==> config.mk <==
export PLATFORM = sky130hd
export DESIGN_NAME = rom_fetch_sequencer_flat
export DESIGN_NICKNAME = d
export VERILOG_FILES = /design/src/rtl/rom_fetch_sequencer_if.sv /design/src/rtl/rom_fetch_sequencer.sv /design/src/flat_wrapper.sv
export SDC_FILE = /design/constraint.sdc
export NUM_CORES = 1
export LEC_CHECK = 0
export ABC_AREA = 0
export BUFFER_PORTS_ARGS = -buffer_cell sky130_fd_sc_hd__buf_2
export CAP_MARGIN = 40
export CORE_MARGIN = 4
export CORE_UTILIZATION = 50
export DETAILED_ROUTE_END_ITERATION = 16
export HOLD_SLACK_MARGIN = 0.06
export PLACE_DENSITY = 0.81
export SETUP_SLACK_MARGIN = 0.2
export SYNTH_ARGS = -nofsm -noshare
export SYNTH_HDL_FRONTEND = slang
export SYNTH_SLANG_ARGS = --single-unit
==> constraint.sdc <==
create_clock -name CLK -period 4.1 [get_ports CLK]
set_input_delay 0 -clock CLK [delete_from_list [all_inputs] [get_ports CLK]]
set_output_delay 0 -clock CLK [all_outputs]
set_load 0.05 [all_outputs]
==> src/rtl/rom_fetch_sequencer_if.sv <==
// Fetch-side bundle between the sequencer, the asynchronous program ROM and decode.
// The master (sequencer) drives the ROM address, the instruction stage and the status signals.
interface rom_fetch_sequencer_if #(
    parameter int ROM_WIDTH  = 21,
    parameter int ADDR_WIDTH = 16
);
    logic                  START;
    logic [ADDR_WIDTH-1:0] ROM_ADDR;
    logic [ROM_WIDTH-1:0]  ROM_DATA;
    logic [ROM_WIDTH-1:0]  INSTR;
    logic [ADDR_WIDTH-1:0] INSTR_PC;
    logic                  INSTR_VALID;
    logic                  INSTR_READY;
    logic                  JMP_VALID;
    logic [ADDR_WIDTH-1:0] JMP_ADDR;
    logic                  HALT_REQ;
    logic                  DONE;
    logic [1:0]            STATE;

    // Handshake: decode takes INSTR/INSTR_PC on any rising edge where INSTR_VALID
    // and INSTR_READY are both high; INSTR_VALID never drops while unaccepted,
    // except when a jump flushes the stage or reset clears it.
    modport master (
        input  START, ROM_DATA, INSTR_READY, JMP_VALID, JMP_ADDR, HALT_REQ,
        output ROM_ADDR, INSTR, INSTR_PC, INSTR_VALID, DONE, STATE
    );

    modport slave (
        output START, ROM_DATA, INSTR_READY, JMP_VALID, JMP_ADDR, HALT_REQ,
        input  ROM_ADDR, INSTR, INSTR_PC, INSTR_VALID, DONE, STATE
    );
endinterface

==> src/rtl/rom_fetch_sequencer.sv <==
// Program counter and fetch controller: addresses the asynchronous ROM and registers
// each returned word into a one-entry output stage toward decode.
module rom_fetch_sequencer #(
    parameter int ROM_WIDTH  = 21,
    parameter int ADDR_WIDTH = 16,
    parameter int RESET_PC   = 0,
    parameter int PROG_LAST  = 9
) (
    input logic                   CLK,
    input logic                   nRST,
    rom_fetch_sequencer_if.master bus
);
    typedef enum logic [1:0] {
        ST_IDLE  = 2'd0,
        ST_FETCH = 2'd1,
        ST_HALT  = 2'd2,
        ST_DONE  = 2'd3
    } state_t;

    state_t                state_q, state_d;
    logic [ADDR_WIDTH-1:0] pc_q, pc_d;
    logic [ROM_WIDTH-1:0]  instr_q, instr_d;
    logic [ADDR_WIDTH-1:0] instr_pc_q, instr_pc_d;
    logic                  instr_valid_q, instr_valid_d;
    logic                  fetch_en;
    logic                  accept;

    assign fetch_en = (state_q == ST_FETCH) && !bus.HALT_REQ && !bus.JMP_VALID &&
                      (!instr_valid_q || bus.INSTR_READY);
    assign accept   = instr_valid_q && bus.INSTR_READY;

    always_comb begin
        state_d       = state_q;
        pc_d          = pc_q;
        instr_d       = instr_q;
        instr_pc_d    = instr_pc_q;
        instr_valid_d = instr_valid_q;

        if (state_q == ST_IDLE) begin
            if (bus.START) begin
                state_d = ST_FETCH;
            end
        end else if (bus.JMP_VALID) begin
            // A redirect discards the staged word even if decode is ready for it.
            pc_d          = bus.JMP_ADDR;
            instr_valid_d = 1'b0;
            state_d       = bus.HALT_REQ ? ST_HALT : ST_FETCH;
        end else begin
            if (accept) begin
                instr_valid_d = 1'b0;
            end
            if (fetch_en) begin
                instr_d       = bus.ROM_DATA;
                instr_pc_d    = pc_q;
                instr_valid_d = 1'b1;
                pc_d          = pc_q + ADDR_WIDTH'(1);
            end
            case (state_q)
                ST_FETCH: begin
                    if (bus.HALT_REQ) begin
                        state_d = ST_HALT;
                    end else if (fetch_en && (pc_q == ADDR_WIDTH'(PROG_LAST))) begin
                        state_d = ST_DONE;
                    end
                end
                ST_HALT: begin
                    if (!bus.HALT_REQ) begin
                        state_d = ST_FETCH;
                    end
                end
                default: ;
            endcase
        end
    end

    always_ff @(posedge CLK) begin
        if (!nRST) begin
            state_q       <= ST_IDLE;
            pc_q          <= ADDR_WIDTH'(RESET_PC);
            instr_q       <= '0;
            instr_pc_q    <= '0;
            instr_valid_q <= 1'b0;
        end else begin
            state_q       <= state_d;
            pc_q          <= pc_d;
            instr_q       <= instr_d;
            instr_pc_q    <= instr_pc_d;
            instr_valid_q <= instr_valid_d;
        end
    end

    assign bus.ROM_ADDR    = pc_q;
    assign bus.INSTR       = instr_q;
    assign bus.INSTR_PC    = instr_pc_q;
    assign bus.INSTR_VALID = instr_valid_q;
    assign bus.STATE       = state_q;
    assign bus.DONE        = (state_q == ST_DONE) && !instr_valid_q;
endmodule

==> src/flat_wrapper.sv <==
// flat-port wrapper written by rule: the top's interface ports become plain ports
module rom_fetch_sequencer_flat 
#(
    parameter int ROM_WIDTH  = 21,
    parameter int ADDR_WIDTH = 16,
    parameter int RESET_PC   = 0,
    parameter int PROG_LAST  = 9
)
  (CLK, nRST, bus_START, bus_ROM_DATA, bus_INSTR_READY, bus_JMP_VALID, bus_JMP_ADDR, bus_HALT_REQ, bus_ROM_ADDR, bus_INSTR, bus_INSTR_PC, bus_INSTR_VALID, bus_DONE, bus_STATE);
  rom_fetch_sequencer_if #(.ROM_WIDTH(ROM_WIDTH), .ADDR_WIDTH(ADDR_WIDTH)) bus_i ();
  input logic CLK;
  input logic nRST;
  input wire logic [$bits(bus_i.START)-1:0] bus_START;
  input wire logic [$bits(bus_i.ROM_DATA)-1:0] bus_ROM_DATA;
  input wire logic [$bits(bus_i.INSTR_READY)-1:0] bus_INSTR_READY;
  input wire logic [$bits(bus_i.JMP_VALID)-1:0] bus_JMP_VALID;
  input wire logic [$bits(bus_i.JMP_ADDR)-1:0] bus_JMP_ADDR;
  input wire logic [$bits(bus_i.HALT_REQ)-1:0] bus_HALT_REQ;
  output wire logic [$bits(bus_i.ROM_ADDR)-1:0] bus_ROM_ADDR;
  output wire logic [$bits(bus_i.INSTR)-1:0] bus_INSTR;
  output wire logic [$bits(bus_i.INSTR_PC)-1:0] bus_INSTR_PC;
  output wire logic [$bits(bus_i.INSTR_VALID)-1:0] bus_INSTR_VALID;
  output wire logic [$bits(bus_i.DONE)-1:0] bus_DONE;
  output wire logic [$bits(bus_i.STATE)-1:0] bus_STATE;
  assign bus_i.START = bus_START;
  assign bus_i.ROM_DATA = bus_ROM_DATA;
  assign bus_i.INSTR_READY = bus_INSTR_READY;
  assign bus_i.JMP_VALID = bus_JMP_VALID;
  assign bus_i.JMP_ADDR = bus_JMP_ADDR;
  assign bus_i.HALT_REQ = bus_HALT_REQ;
  assign bus_ROM_ADDR = bus_i.ROM_ADDR;
  assign bus_INSTR = bus_i.INSTR;
  assign bus_INSTR_PC = bus_i.INSTR_PC;
  assign bus_INSTR_VALID = bus_i.INSTR_VALID;
  assign bus_DONE = bus_i.DONE;
  assign bus_STATE = bus_i.STATE;
  rom_fetch_sequencer #(.ROM_WIDTH(ROM_WIDTH), .ADDR_WIDTH(ADDR_WIDTH), .RESET_PC(RESET_PC), .PROG_LAST(PROG_LAST)) u_core (.CLK(CLK), .nRST(nRST), .bus(bus_i));
endmodule
==> impl_results.md <==
- Synth warnings: 0
- Max cap viols: 0
- CP max stage delay: 510 ps
- Total number of H-tree levels: 2
- Routability cong.: 0.888
- WP data arrival: 2240 ps
- Net count after synthesis: 380
- Die Y: 80.8 um
- Simple-Gate Fraction of Synth Area: 0.244
- DRT antenna net count: 0
- Full die area: 6530 um2
- XOR/XNOR Fraction of Synth Area: 0
- CTS buffer count: 5
- Avg WL per Cell: 14.8 um
- Area Overhead vs Synth: 34.5%
- Status: completed
- Fin. max-slew vios: 0
- Sequential share of the synthesized area: 0.423
- Final setup fails: 0
- Startpoint Class: register
- Routed WL: 7.68 mm
- Count of state elements after synthesis: 56
- Final net count: 493
- Global Route Usage Sum: 0.233
- Top-Level Pins: 100
- Crit end category: register
- Setup TNS: 0 ps
- Ys flop type: dfxtp_1
- Compound-gate portion of the synthesized area: 0.264
- Worst hold-check path type: in2reg
- DRC viols: 0
- Crit-path max FO: 9
- Post-synth cell types: 50
- Pin count of the biggest net entering global routing: 60
- Cell Pwr Density: 319 nW/um2
- Multi-input logic area: 1390 um2
- Root Buffer: clkbuf_8
- Crit path max-delay cell type: dfxtp_1
- Cell Rows: 26
- Post-CTS Setup Bufs: 0
- Setup CP Type: reg2reg
- Worst path cell trace: nand3_1 -> or3_1 -> or3_1 -> o31a_1 -> a21boi_2
- Reg2Reg Setup Slack: 2110 ps
- Total gr overflow: 0
- Syn Area/Cell: 7.91 um2
- Diode count: 0
- Vias post-DR: 2864
- Adder-cell share of the synthesized area: 0.00945
- Worst-path clk slew: 100 ps
- Iteration-0 DRC Markers: 190
- Req. time, crit path: 4350 ps
- PortBufs: 99
- Multiplexer share of the synthesized area: 0.00803
- Register area: 1120 um2
- EDFF count, synth: 0
- Core area: 5110 um2
- Most common cell after layout, fill and taps aside: buf_2
- DR pass1 iterations: 4
- Max-slew headroom: 0.579
- Largest family of logic cells by synthesized area: compound AO/OA/AOI/OAI gates
- Clock Latency Late Sink: 310 ps
- CTS resizes: 0
- DP HPWL: 4.78 mm
- CTS Buffer Depth: 2
- Worst ir drop on vdd: 177 uV
- Most frequent cells in the layout: 99 x buf_2, 93 x nand2_1, 56 x dfxtp_1, 39 x a21boi_0, 32 x dlygate4sd3_1
- Die width: 80.8 um
- RSZ-0062 raised after global routing: no
- CTS tree: done
- Achievable frequency: 0.502 GHz
- Final Hold Vio Count: 0
- Share of cells above drive strength 1: 0.265
- Number of global-route vias before repair: 2608
- Tcrit/Tclk final: 0.485
- Most used cell, CP: or3_1
- Syn Inst Count: 335
- Sink Count: 56
- Fin crit period: 1990 ps
- Skew final: 5.46 ps
- Tot Pwr: 1.14 mW
- P_leak: 1.49 nW
- Worst slew pin tran: 631 ps
- Mapped Area: 2650 um2
- Antenna violations before repair: 0
- Avg Vias per Cell: 5.52
- Post-synth ARST share: 0
- Initial core utilization: 0.519
- First-pass GRT wire length: 12.1 mm
- # fillers: 426
through the flow:
stage | hold WS [ps] | util | instance area, um2 | instances | worst slack (ps)
global route | 93.7 | 0.698 | 3560 | 519 | 2050
global placement | 254 | 0.612 | 3130 | 477 | 2040
floorplan | 101 | - | 2650 | 335 | 1900
detailed placement | 247 | 0.617 | 3150 | 479 | 2170
CTS | 64.2 | 0.698 | 3560 | 519 | 2140
finish | 90.9 | 0.698 | 3560 | 519 | 2110
final timing paths:
kind	cells past startpoint	end	start
hold / removal	5	u_core.bus.ROM_ADDR[1]	bus_JMP_ADDR[1]
hold reg to reg	2	u_core.bus.INSTR_PC[3]	u_core.bus.INSTR_PC[3]
setup / recovery	5	u_core.bus.ROM_ADDR[15]	u_core.bus.ROM_ADDR[5]
setup reg to reg	5	u_core.bus.ROM_ADDR[15]	u_core.bus.ROM_ADDR[5]
critical path: cells and delay by family, from the launching register on:
family	cells	cell delay, ps
DFF	1	510
and+or+nand+nor	3	1040
AOI/OAI and AO/OA	2	380
repair_timing:
action,4_1_cts,5_1_grt
endpoints found under the setup margin,0,0
hold buffers,32,0
endpoints found under the hold margin,32,0
metal layers:
layer	track usage	vias up	share of wire
met5	0	-	0
met4	0.0676	0	0.011
met3	0.0543	13	0.099
met2	0.387	142	0.48
met1	0.302	1308	0.41
li1	-	1401	-
synth_stat cells (2+ instances only):
library cell  number  area (um2)
nand2_1           93         349
dfxtp_1           56        1120
a21boi_0          39         293
clkbuf_1          21        78.8
o21ai_0           16        80.1
nand3_1           10        50.1
a21oi_1            9        45.0
nor2_1             9        33.8
o211ai_1           5        37.5
and2_1             4        25.0
nand4_1            4        25.0
nor4_1             4        25.0
or3_1              4        25.0
a31oi_1            3        18.8
and3_1             3        18.8
buf_2              3        15.0
inv_1              3        11.3
nor3b_1            3        22.5
o21a_1             3        22.5
o221a_2            3        33.8
a32o_1             2        20.0
buf_1              2        7.51
buf_4              2        15.0
ha_1               2        25.0
nor2b_1            2        12.5
o22ai_1            2        12.5
o311ai_0           2        17.5
o31a_1             2        17.5
o31ai_1            2        15.0
o41ai_1            2        17.5
cell families after synthesis:
| kind of cell | count (synthesis) |
|---|---|
| AND/OR/NAND/NOR | 144 |
| AO/OA/AOI/OAI | 98 |
| flip-flops | 56 |
| multiplexers | 2 |
| buffers and inverters | 33 |
| adder cells (fa/ha/maj) | 2 |
state kept, by name, summed over array words and instances (netlist names):
| register | flops |
|---|---|
| u_core.bus.INSTR | 21 |
| u_core.bus.INSTR_PC | 16 |
| u_core.bus.ROM_ADDR | 16 |
| u_core.bus.STATE | 2 |
| u_core.bus.INSTR_VALID | 1 |
power breakdown:
part | internal [mW] | switching [mW]
clock network | 0.122 | 0.188
registers | 0.563 | 0.0305
logic | 0.0859 | 0.145
total | 0.771 | 0.364
final cells by class:
| class | instances | area share |
|---|---|---|
| Timing Repair Buffer | 135 | 0.241 |
| Multi-Input combinational cell | 246 | 0.390 |
| Sequential cell | 56 | 0.315 |
| Clock buffer | 5 | 0.0193 |
| Clock inverter | 3 | 0.00597 |
| Tap cell | 70 | 0.0246 |
| Inverter | 4 | 0.00421 |
No activity file was read; power rests on OpenSTA's default activity.
